===== src/rtl/mp_out.sv =====
// mp_out: gathers four ciphertext words from the AES core into one block and
// streams it to a UART transmitter one byte at a time, MSB first.
module mp_out #(
  parameter int DATA_WIDTH  = 32,
  parameter int BLOCK_BYTES = 16
) (
  input  logic                  clk,
  input  logic                  rst_n,
  input  logic [DATA_WIDTH-1:0] core_data_in,
  input  logic                  core_dv_in,
  input  logic                  tx_done_in,
  output logic [7:0]            tx_byte_out,
  output logic                  tx_dv_out,
  output logic                  busy_out,
  output logic                  done_out,
  output logic                  ovf_out
);

  localparam int BLOCK_BITS = BLOCK_BYTES * 8;
  localparam int WORDS      = BLOCK_BITS / DATA_WIDTH;
  localparam int WCW        = $clog2(WORDS + 1);
  localparam int BCW        = $clog2(BLOCK_BYTES);
  localparam int BIW        = $clog2(BLOCK_BITS);

  localparam logic [WCW-1:0] LAST_WORD = WCW'(WORDS - 1);
  localparam logic [BCW-1:0] LAST_BYTE = BCW'(BLOCK_BYTES - 1);

  typedef enum logic [2:0] {
    IDLE    = 3'd0,
    COLLECT = 3'd1,
    SEND    = 3'd2,
    WAIT_TX = 3'd3,
    DONE    = 3'd4
  } state_t;

  state_t                state;
  state_t                state_next;
  logic [WCW-1:0]        word_cnt;
  logic [BCW-1:0]        byte_cnt;
  logic [BLOCK_BITS-1:0] block;
  logic [BIW-1:0]        byte_lsb;
  logic                  streaming;

  // Next-state decode; unused encodings fall back to IDLE.
  always_comb begin
    state_next = state;
    case (state)
      IDLE:    if (core_dv_in) state_next = COLLECT;
      COLLECT: if (core_dv_in && (word_cnt == LAST_WORD)) state_next = SEND;
      SEND:    state_next = WAIT_TX;
      WAIT_TX: if (tx_done_in) state_next = (byte_cnt == LAST_BYTE) ? DONE : SEND;
      DONE:    state_next = IDLE;
      default: state_next = IDLE;
    endcase
  end

  // State, counters and block register.
  // Words shift in from the bottom, so after the last word the first one
  // sits in the top slice -- same layout as indexed storage by arrival order.
  always_ff @(posedge clk or negedge rst_n) begin
    if (!rst_n) begin
      state    <= IDLE;
      word_cnt <= '0;
      byte_cnt <= '0;
      block    <= '0;
    end else begin
      state <= state_next;
      case (state)
        IDLE: begin
          if (core_dv_in) begin
            block    <= {block[BLOCK_BITS-DATA_WIDTH-1:0], core_data_in};
            word_cnt <= WCW'(1);
          end
        end
        COLLECT: begin
          if (core_dv_in) begin
            block    <= {block[BLOCK_BITS-DATA_WIDTH-1:0], core_data_in};
            word_cnt <= word_cnt + 1'b1;
            if (word_cnt == LAST_WORD) byte_cnt <= '0;
          end
        end
        SEND: ;
        WAIT_TX: begin
          if (tx_done_in && (byte_cnt != LAST_BYTE)) byte_cnt <= byte_cnt + 1'b1;
        end
        DONE: begin
          word_cnt <= '0;
          byte_cnt <= '0;
        end
        default: begin
          word_cnt <= '0;
          byte_cnt <= '0;
        end
      endcase
    end
  end

  // Outputs decoded from the registered state; ovf_out follows core_dv_in directly.
  always_comb begin
    streaming   = (state == SEND) || (state == WAIT_TX);
    byte_lsb    = BIW'(BLOCK_BITS - 8) - BIW'({byte_cnt, 3'b000});
    tx_byte_out = streaming ? block[byte_lsb +: 8] : '0;
    tx_dv_out   = (state == SEND);
    busy_out    = (state != IDLE);
    done_out    = (state == DONE);
    ovf_out     = core_dv_in && (streaming || (state == DONE));
  end

endmodule

===== config.mk =====
export PLATFORM = sky130hd
export DESIGN_NAME = mp_out
export DESIGN_NICKNAME = d
export VERILOG_FILES = /design/src/rtl/mp_out.sv
export SDC_FILE = /design/constraint.sdc
export NUM_CORES = 1
export LEC_CHECK = 0
export ABC_AREA = 1
export CAP_MARGIN = 20
export CORE_MARGIN = 4
export CORE_UTILIZATION = 59
export DETAILED_ROUTE_END_ITERATION = 16
export PLACE_DENSITY = 0.92
export REMOVE_ABC_BUFFERS = 1
export SYNTH_ARGS = -nofsm -noshare
export SYNTH_HDL_FRONTEND = slang
export SYNTH_SLANG_ARGS = --single-unit

===== constraint.sdc =====
create_clock -name clk -period 1.5 [get_ports clk]
set_input_delay 0.15 -clock clk [delete_from_list [all_inputs] [get_ports clk]]
set_output_delay 0.15 -clock clk [all_outputs]
set_load 0.1 [all_outputs]

==> impl_metrics.toml, run 1 <==
[synthesis]
synth.most_common_cell = "nand2_1"
ys_seq_elements = 138
synth_flop_cell = "dfrtp_1"
netlist_area_um2 = 6670
yosysWarnings = 0
synth_area_leaders = "dfrtp_1 (52%), nand2_1 (12%), o21ai_0 (6.8%)"
synth_edf_count = 0
async_flop_share_pct = 100
synth_cell_types = 27
synth_common_cells = "nand2_1 (213), dfrtp_1 (138), o21ai_0 (90)"
synth_top_area_cell = "dfrtp_1"
synth.yosys.seq_area_share_pct = 51.8
synth_cells = 815
yosysTopAreaCellShare_pct = 51.8
syn_area_per_cell_um2 = 8.18

[timing]
worst_endpoint_kind = "output port"
grt-worst-endpoint = "tx_byte_out[5]"

[clock_network]
htreeDepth = 4
clk_path_buf_depth = 2
numCtsBuffers = 17
root_buffer = "clkbuf_16"
cts_sinks = 138

[status]
haltStage = "global routing (5_1_grt)"
outcome = "stopped before the end"
stop_error = "[ERROR DPL-0038] Utilization greater than 100%, impossible to legalize"

[die]
start_util_pct = 61.0
rows = 38
die_h_um = 114
die_w_um = 114
io_pins = 48

[placed_design]
dp_cells = 1026
port_buffers = 47
gp_congestion = 0.892
hpwlAfterDp_um = 10300
post_dp_cell_area_um2 = 7740

[global_route]
grt_max_degree = 81
per-stage QoR:
| step | util [%] | worst slack, ns |
|---|---|---|
| 3_3_place_gp | 70.8 | -0.173 |
| 4_1_cts | 81.8 | -0.601 |
| 3_5_place_dp | 70.8 | -0.176 |
| 2_1_floorplan | - | -2.34 |
logic make-up after synthesis:
group / after synthesis / share of synthesized area (%)
AO/OA/AOI/OAI: 187 / 14.4
adder cells (fa/ha/maj): 3 / 0.563
multiplexers: 18 / 3.04
AND/OR/NAND/NOR: 338 / 20.4
buffers and inverters: 131 / 9.78
flip-flops: 138 / 51.8
what timing repair did:
item	CTS
gates cloned	8
hold endpoints to repair	138
pin swaps	26
gates resized for setup	114
endpoints found under the setup margin	18
buffers inserted	12
hold buffers	1
==> run 2: changes to the inputs <==
--- a/config.mk
+++ b/config.mk
@@ -8,9 +8,9 @@
 export ABC_AREA = 1
 export CAP_MARGIN = 20
 export CORE_MARGIN = 4
-export CORE_UTILIZATION = 59
+export CORE_UTILIZATION = 40
 export DETAILED_ROUTE_END_ITERATION = 16
-export PLACE_DENSITY = 0.92
+export PLACE_DENSITY_LB_ADDON = 0.15
 export REMOVE_ABC_BUFFERS = 1
 export SYNTH_ARGS = -nofsm -noshare
 export SYNTH_HDL_FRONTEND = slang
==> impl_metrics.toml, run 2 <==
[power_and_ir_drop]
power_density_nw_per_um2 = 2400
p_seq_share_pct = 27.6
clkPwrFrac_pct = 19.5
p_comb_share_pct = 52.9
p_int_w = 0.0150
swShare_pct = 41.0
switchingPower_w = 0.0104
p_leak_nw = 4.89
vdd_drop_max_mv = 1.69

[placed_design]
hpwlAfterDp_um = 10400
dp_cells = 1091
gp_congestion = 0.811
port_buffers = 47

[drt]
ant_nets = 0
via_count = 6153
drtPass1Iterations = 5
routed_wl_um = 20400
wl_per_cell_um = 17.4
route.detailed.drc = 0
vias_per_cell = 5.24
drtIter0Drc = 521

[timing]
finalCritPeriodShare_pct = 144
post-route-min-period_ns = 2.17
worst_slack_ns = -0.666
max_freq_mhz = 462
tightest_slew_ns = 0.335
hold_viol_final = 0
whs_ns = 0.156
clock_skew_ns = 0.00499
max_slew_margin_pct = 77.7
rsz0062_at_grt = "true"
slew_viol_final = 0
finalSetupViolations = 145

[clock_network]
clkTransAtPathRegs_ns = 0.06
clock_latency_ns = 0.42
root_buffer = "clkbuf_16"
clk_path_buf_depth = 2
numCtsBuffers = 17
cts_tree = "yes"
htreeDepth = 4
cts_sinks = 138

[die]
rows = 46
start_util_pct = 41.4
dieArea_um2 = 18800
fp.coreArea_um2 = 16100
die_w_um = 137
io_pins = 48
die_h_um = 137

[final_layout]
final_util_pct = 65.9
stdcell_count = 1175
largest_register = "block"
n_antenna_cell = 0
final_common_cell = "nand2_1"
drive_above_1_share_pct = 42.1
area_growth_pct = 59.3
nets = 985
reg.largest.list = "block (128), byte_cnt (4)"
largest_reg_flops = 128
mostFrequentLayoutCells = "nand2_1 (145), dfrtp_1 (136), inv_1 (74)"
fillers = 1231

[synthesis]
async_flop_share_pct = 100
synth_flop_cell = "dfrtp_1"
synth_top_area_cell = "dfrtp_1"
synth_common_cells = "nand2_1 (213), dfrtp_1 (138), o21ai_0 (90)"
yosysWarnings = 0
syn_area_per_cell_um2 = 8.18
synth_cells = 815
netlist_area_um2 = 6670
synth_area_leaders = "dfrtp_1 (52%), nand2_1 (12%), o21ai_0 (6.8%)"
synth_cell_types = 27
synth.most_common_cell = "nand2_1"
synth_edf_count = 0
ys_seq_elements = 138
synth.yosys.seq_area_share_pct = 51.8
yosysTopAreaCellShare_pct = 51.8

[critical_path]
r2r_slack_ns = -0.24
reg2reg_to = "byte_cnt[1]"
max_stage_delay_ns = 0.41
cp_num_buf_inv = 5
crit_path_end_kind = "output port"
cpMostUsedCell = "nand2_2"
critPathTopFamily = "buffers and inverters"
start_kind = "register"
cp.arrival_ns = 2.02
crit_fanout = 8
crit_cells = 12
crit_chain = "buf_12 > buf_12 > nand2_4 > nand2_2 > nand2_2 > nand2_2 > inv_2 > nand2_2 > nand2_2 > a21oi_2 > buf_4 > buf_12"
crit_required_ns = 1.35
r2r-start = "byte_cnt[0]"
worstSetupPathType = "register to output port"
slowest_stage = "dfrtp_2"
worst_r2r_path_depth = 9

[run]
maxCapViolations = 0

[global_route]
met3_usage_pct = 4.15
grt_pass1_wl_um = 27800
grt-busiest-layer = "met2"
grt_util_all_layers_pct = 18.8
use_met2_pct = 29.6
antenna_found_initial = 0
grt_max_degree = 51
use_met1_pct = 24.8
grt_pass1_vias = 5614
overflow = 0

[status]
violations = "negative setup slack"
outcome = "finished, violations left"

[worst_hold_path]
min_path_type = "input port to asynchronous set/reset pin"
[run 2: cell counts after synthesis]
No cell type changed its count.
[run 2: layout make-up]
class	instances	area (um2)	share of cell area, %
well taps	216	270	2.54
multi-input cells	547	3620	34.0
repair buffers	159	2270	21.3
flip-flops and latches	138	3460	32.5
clock inverters	13	245	2.31
clock buffers	19	453	4.26
inverters	83	317	2.98
[run 2: worst max path at each step]
stage                start        endpoint
5_1_grt        byte_cnt[0]  tx_byte_out[0]
4_1_cts        byte_cnt[0]  tx_byte_out[4]
2_1_floorplan     state[1]      block[113]
6_report       byte_cnt[0]  tx_byte_out[2]
3_5_place_dp   byte_cnt[0]  tx_byte_out[0]
3_3_place_gp   byte_cnt[0]  tx_byte_out[4]
[run 2: through the flow]
stage / TNS [ns] / instance area (um2) / worst slack, ns / power (W)
after CTS: -6.57 / 8950 / -0.621 / 0.0217
after floorplan: -294.39 / 6330 / -2.34 / 0.0121
after global routing: -33.37 / 10600 / -0.709 / 0.0269
final: -22.63 / 10600 / -0.666 / 0.0255
after global placement: -1.70 / 7800 / -0.236 / 0.0151
after detailed placement: -1.99 / 7800 / -0.246 / 0.0153
[run 2: routing by layer]
layer | share of wire [%] | wire (um)
met5 | 0 | 0
met4 | 3.5 | 712
met1 | 41 | 8320
met2 | 50 | 10300
met3 | 5.4 | 1100
[run 2: kinds of logic (layout without fill, tap and decap cells)]
group,after synthesis,count (layout),synth area share [%]
AO/OA/AOI/OAI,187,187,14.4
adder cells (fa/ha/maj),3,3,0.563
buffers and inverters,131,274,9.78
flip-flops,138,138,51.8
multiplexers,18,18,3.04
AND/OR/NAND/NOR,338,339,20.4
[run 2: power groups by stage]
stage                     sequential [W]  clock [W]  combinational, W
after floorplan                  0.00657          0           0.00551
after CTS                        0.00662    0.00501            0.0101
after global placement           0.00658          0           0.00852
after detailed placement         0.00664          0           0.00870
final                            0.00703    0.00496            0.0135
after global routing             0.00723    0.00520            0.0145
[run 2: repair_timing]
action | in CTS | in global routing
buffers inserted | 9 | 21
hold buffers | 1 | 0
hold endpoints to repair | 138 | 0
pin swaps | 13 | 48
resized for setup | 73 | 370
endpoints found under the setup margin | 17 | 120
cloned | 6 | 21
No activity file was read; power rests on OpenSTA's default activity.
==> run 3: changes to the inputs <==
--- a/config.mk
+++ b/config.mk
@@ -5,10 +5,9 @@
 export SDC_FILE = /design/constraint.sdc
 export NUM_CORES = 1
 export LEC_CHECK = 0
-export ABC_AREA = 1
 export CAP_MARGIN = 20
 export CORE_MARGIN = 4
-export CORE_UTILIZATION = 40
+export CORE_UTILIZATION = 55
 export DETAILED_ROUTE_END_ITERATION = 16
 export PLACE_DENSITY_LB_ADDON = 0.15
 export REMOVE_ABC_BUFFERS = 1
==> impl_metrics.toml, run 3 <==
[synthesis]
async_flop_share_pct = 100
synth_area_leaders = "dfrtp_1 (54%), mux2_1 (21%), mux4_2 (8.8%)"
ys_seq_elements = 138
synth_top_area_cell = "dfrtp_1"
synth_edf_count = 0
synth.most_common_cell = "dfrtp_1"
synth_cells = 428
synth_flop_cell = "dfrtp_1"
yosysWarnings = 0
netlist_area_um2 = 6410
synth_common_cells = "dfrtp_1 (138), mux2_1 (120), mux4_2 (25)"
syn_area_per_cell_um2 = 15.0
synth.yosys.seq_area_share_pct = 53.9
yosysTopAreaCellShare_pct = 53.9
synth_cell_types = 35

[clock_network]
cts_sinks = 138
clk_path_buf_depth = 2
numCtsBuffers = 17
clkTransAtPathRegs_ns = 0.06
cts_tree = "yes"
clock_latency_ns = 0.43
root_buffer = "clkbuf_16"
htreeDepth = 4

[critical_path]
crit_path_end_kind = "output port"
worstSetupPathType = "register to output port"
reg2reg_to = "block[98]"
cp.arrival_ns = 2.14
r2r-start = "state[2]"
crit_fanout = 5
max_stage_delay_ns = 0.51
critPathTopFamily = "multiplexers"
crit_cells = 6
crit_chain = "buf_6 > buf_8 > mux4_2 > a22oi_2 > o21ai_2 > buf_12"
r2r_slack_ns = -0.35
crit_start = "byte_cnt[0]"
start_kind = "register"
cp_num_buf_inv = 3
crit_required_ns = 1.35
crit_end = "tx_byte_out[6]"
worst_r2r_path_depth = 9
slowest_stage = "mux4_2"

[final_layout]
fillers = 494
nets = 623
largest_reg_flops = 128
final_util_pct = 85.0
mostFrequentLayoutCells = "dfrtp_1 (136), mux2_4 (128), buf_4 (65)"
largest_register = "block"
seq_area_um2 = 3460
drive_above_1_share_pct = 62.1
multi_input_area_um2 = 3470
area_growth_pct = 51.4
final_common_cell = "dfrtp_1"
n_antenna_cell = 0
reg.largest.list = "block (128), byte_cnt (4)"

[die]
dieArea_um2 = 13400
die_h_um = 116
die_w_um = 116
rows = 39
start_util_pct = 56.1
io_pins = 48
fp.coreArea_um2 = 11400

[timing]
clock_skew_ns = 0.00890
rsz0062_at_grt = "true"
finalCritPeriodShare_pct = 153
slew_viol_final = 0
tightest_slew_ns = 0.431
max_freq_mhz = 437
finalSetupViolations = 146
hold_viol_final = 0
worst_slack_ns = -0.788
max_slew_margin_pct = 71.3
whs_ns = 0.129
post-route-min-period_ns = 2.29

[global_route]
overflow = 0
antenna_found_initial = 1
grt_util_all_layers_pct = 29.0
grt_pass1_vias = 5053
grt_max_degree = 51
grt_pass1_wl_um = 28900

[drt]
wl_met1_um = 7720
route.met2.wl_um = 9430
drtIter0Drc = 316
vias_per_cell = 6.06
route.detailed.drc = 0
wl_met3_um = 674
routed_wl_um = 18300
drtPass1Iterations = 4
ant_nets = 0
via_count = 4481
top_layer = "met5"
wl_per_cell_um = 24.8

[status]
outcome = "finished, violations left"
violations = "negative setup slack"

[worst_hold_path]
min_path_type = "input port to asynchronous set/reset pin"

[placed_design]
hpwlAfterDp_um = 8800
gp_congestion = 0.784
port_buffers = 47

[power_and_ir_drop]
power_w = 0.0262
power_density_nw_per_um2 = 2700
p_leak_nw = 4.41
vdd_drop_max_mv = 2.34

[run]
maxCapViolations = 0
-- run 3: changes by cell type after synthesis, sizes merged, moves of 63 or more --
cell,change
a21oi,-82
mux2,+110
o21ai,-85
nor2,-63
nand2,-197
inv,-78
-- run 3: kinds of logic after synthesis --
logic type / count (synthesis) / share of synthesized area (%)
mux: 169 / 33.8
flops: 138 / 53.9
simple gates: 43 / 3.28
compound gates: 41 / 4.98
buf+inv: 34 / 3.51
fa+ha+maj: 3 / 0.586
-- run 3: how the worst min path moves through the flow --
stage	cells past startpoint	start	to	slack, ns
finish	2	rst_n	block[6]	0.13
global route	2	rst_n	block[6]	0.15
CTS	2	rst_n	block[6]	0.14
detailed placement	1	rst_n	block[30]	0.04
global placement	1	rst_n	block[30]	0.03
floorplan	0	rst_n	block[0]	-0.15
-- run 3: repair_timing --
item | CTS | global route
cloned | 10 | 0
pin swaps | 9 | 14
hold buffers | 1 | 0
resized for setup | 204 | 50
endpoints found under the hold margin | 115 | 0
buffers inserted | 27 | 11
setup endpoints to repair | 144 | 147
-- run 3: cell type report --
type                       instances  area share (%)
clock buffer                      25            5.21
clock inverter                     7            1.16
inverter                           4           0.155
multi-input combinational        256            35.8
sequential                       138            35.6
tap                              143            1.84
timing repair buffer             167            20.2
-- run 3: worst reg2reg max path, cell delays in order, from the launching register on --
cell and delay [ns]:
dfrtp_1 0.40, buf_6 0.13, buf_8 0.11, buf_6 0.12, nor2_4 0.15, buf_6 0.14
buf_12 0.13, buf_12 0.11, buf_12 0.13, mux2_4 0.31
-- run 3: report_power, final --
part	leakage (nW)	internal [W]	total [W]	switching (W)
combinational	2.48	0.00809	0.0145	0.00641
sequential	1.64	0.00566	0.00726	0.00161
clock	0.303	0.00283	0.00446	0.00163
-- run 3: metrics by stage --
stage | instance area (um2) | setup slack [ns] | setup TNS, ns | cells
floorplan | 6200 | -5.55 | -699.36 | 398
global placement | 7710 | -0.432 | -27.33 | 671
detailed placement | 7710 | -0.442 | -28.86 | 671
CTS | 9700 | -0.724 | -28.94 | 740
global route | 9700 | -0.861 | -46.83 | 740
finish | 9700 | -0.788 | -43.19 | 740
-- run 3: routing by layer --
metal,up-vias,GRT usage [%]
met5,-,0
met4,2,10.8
met3,42,5.90
met2,108,48.4
met1,2420,37.9
li1,1909,-
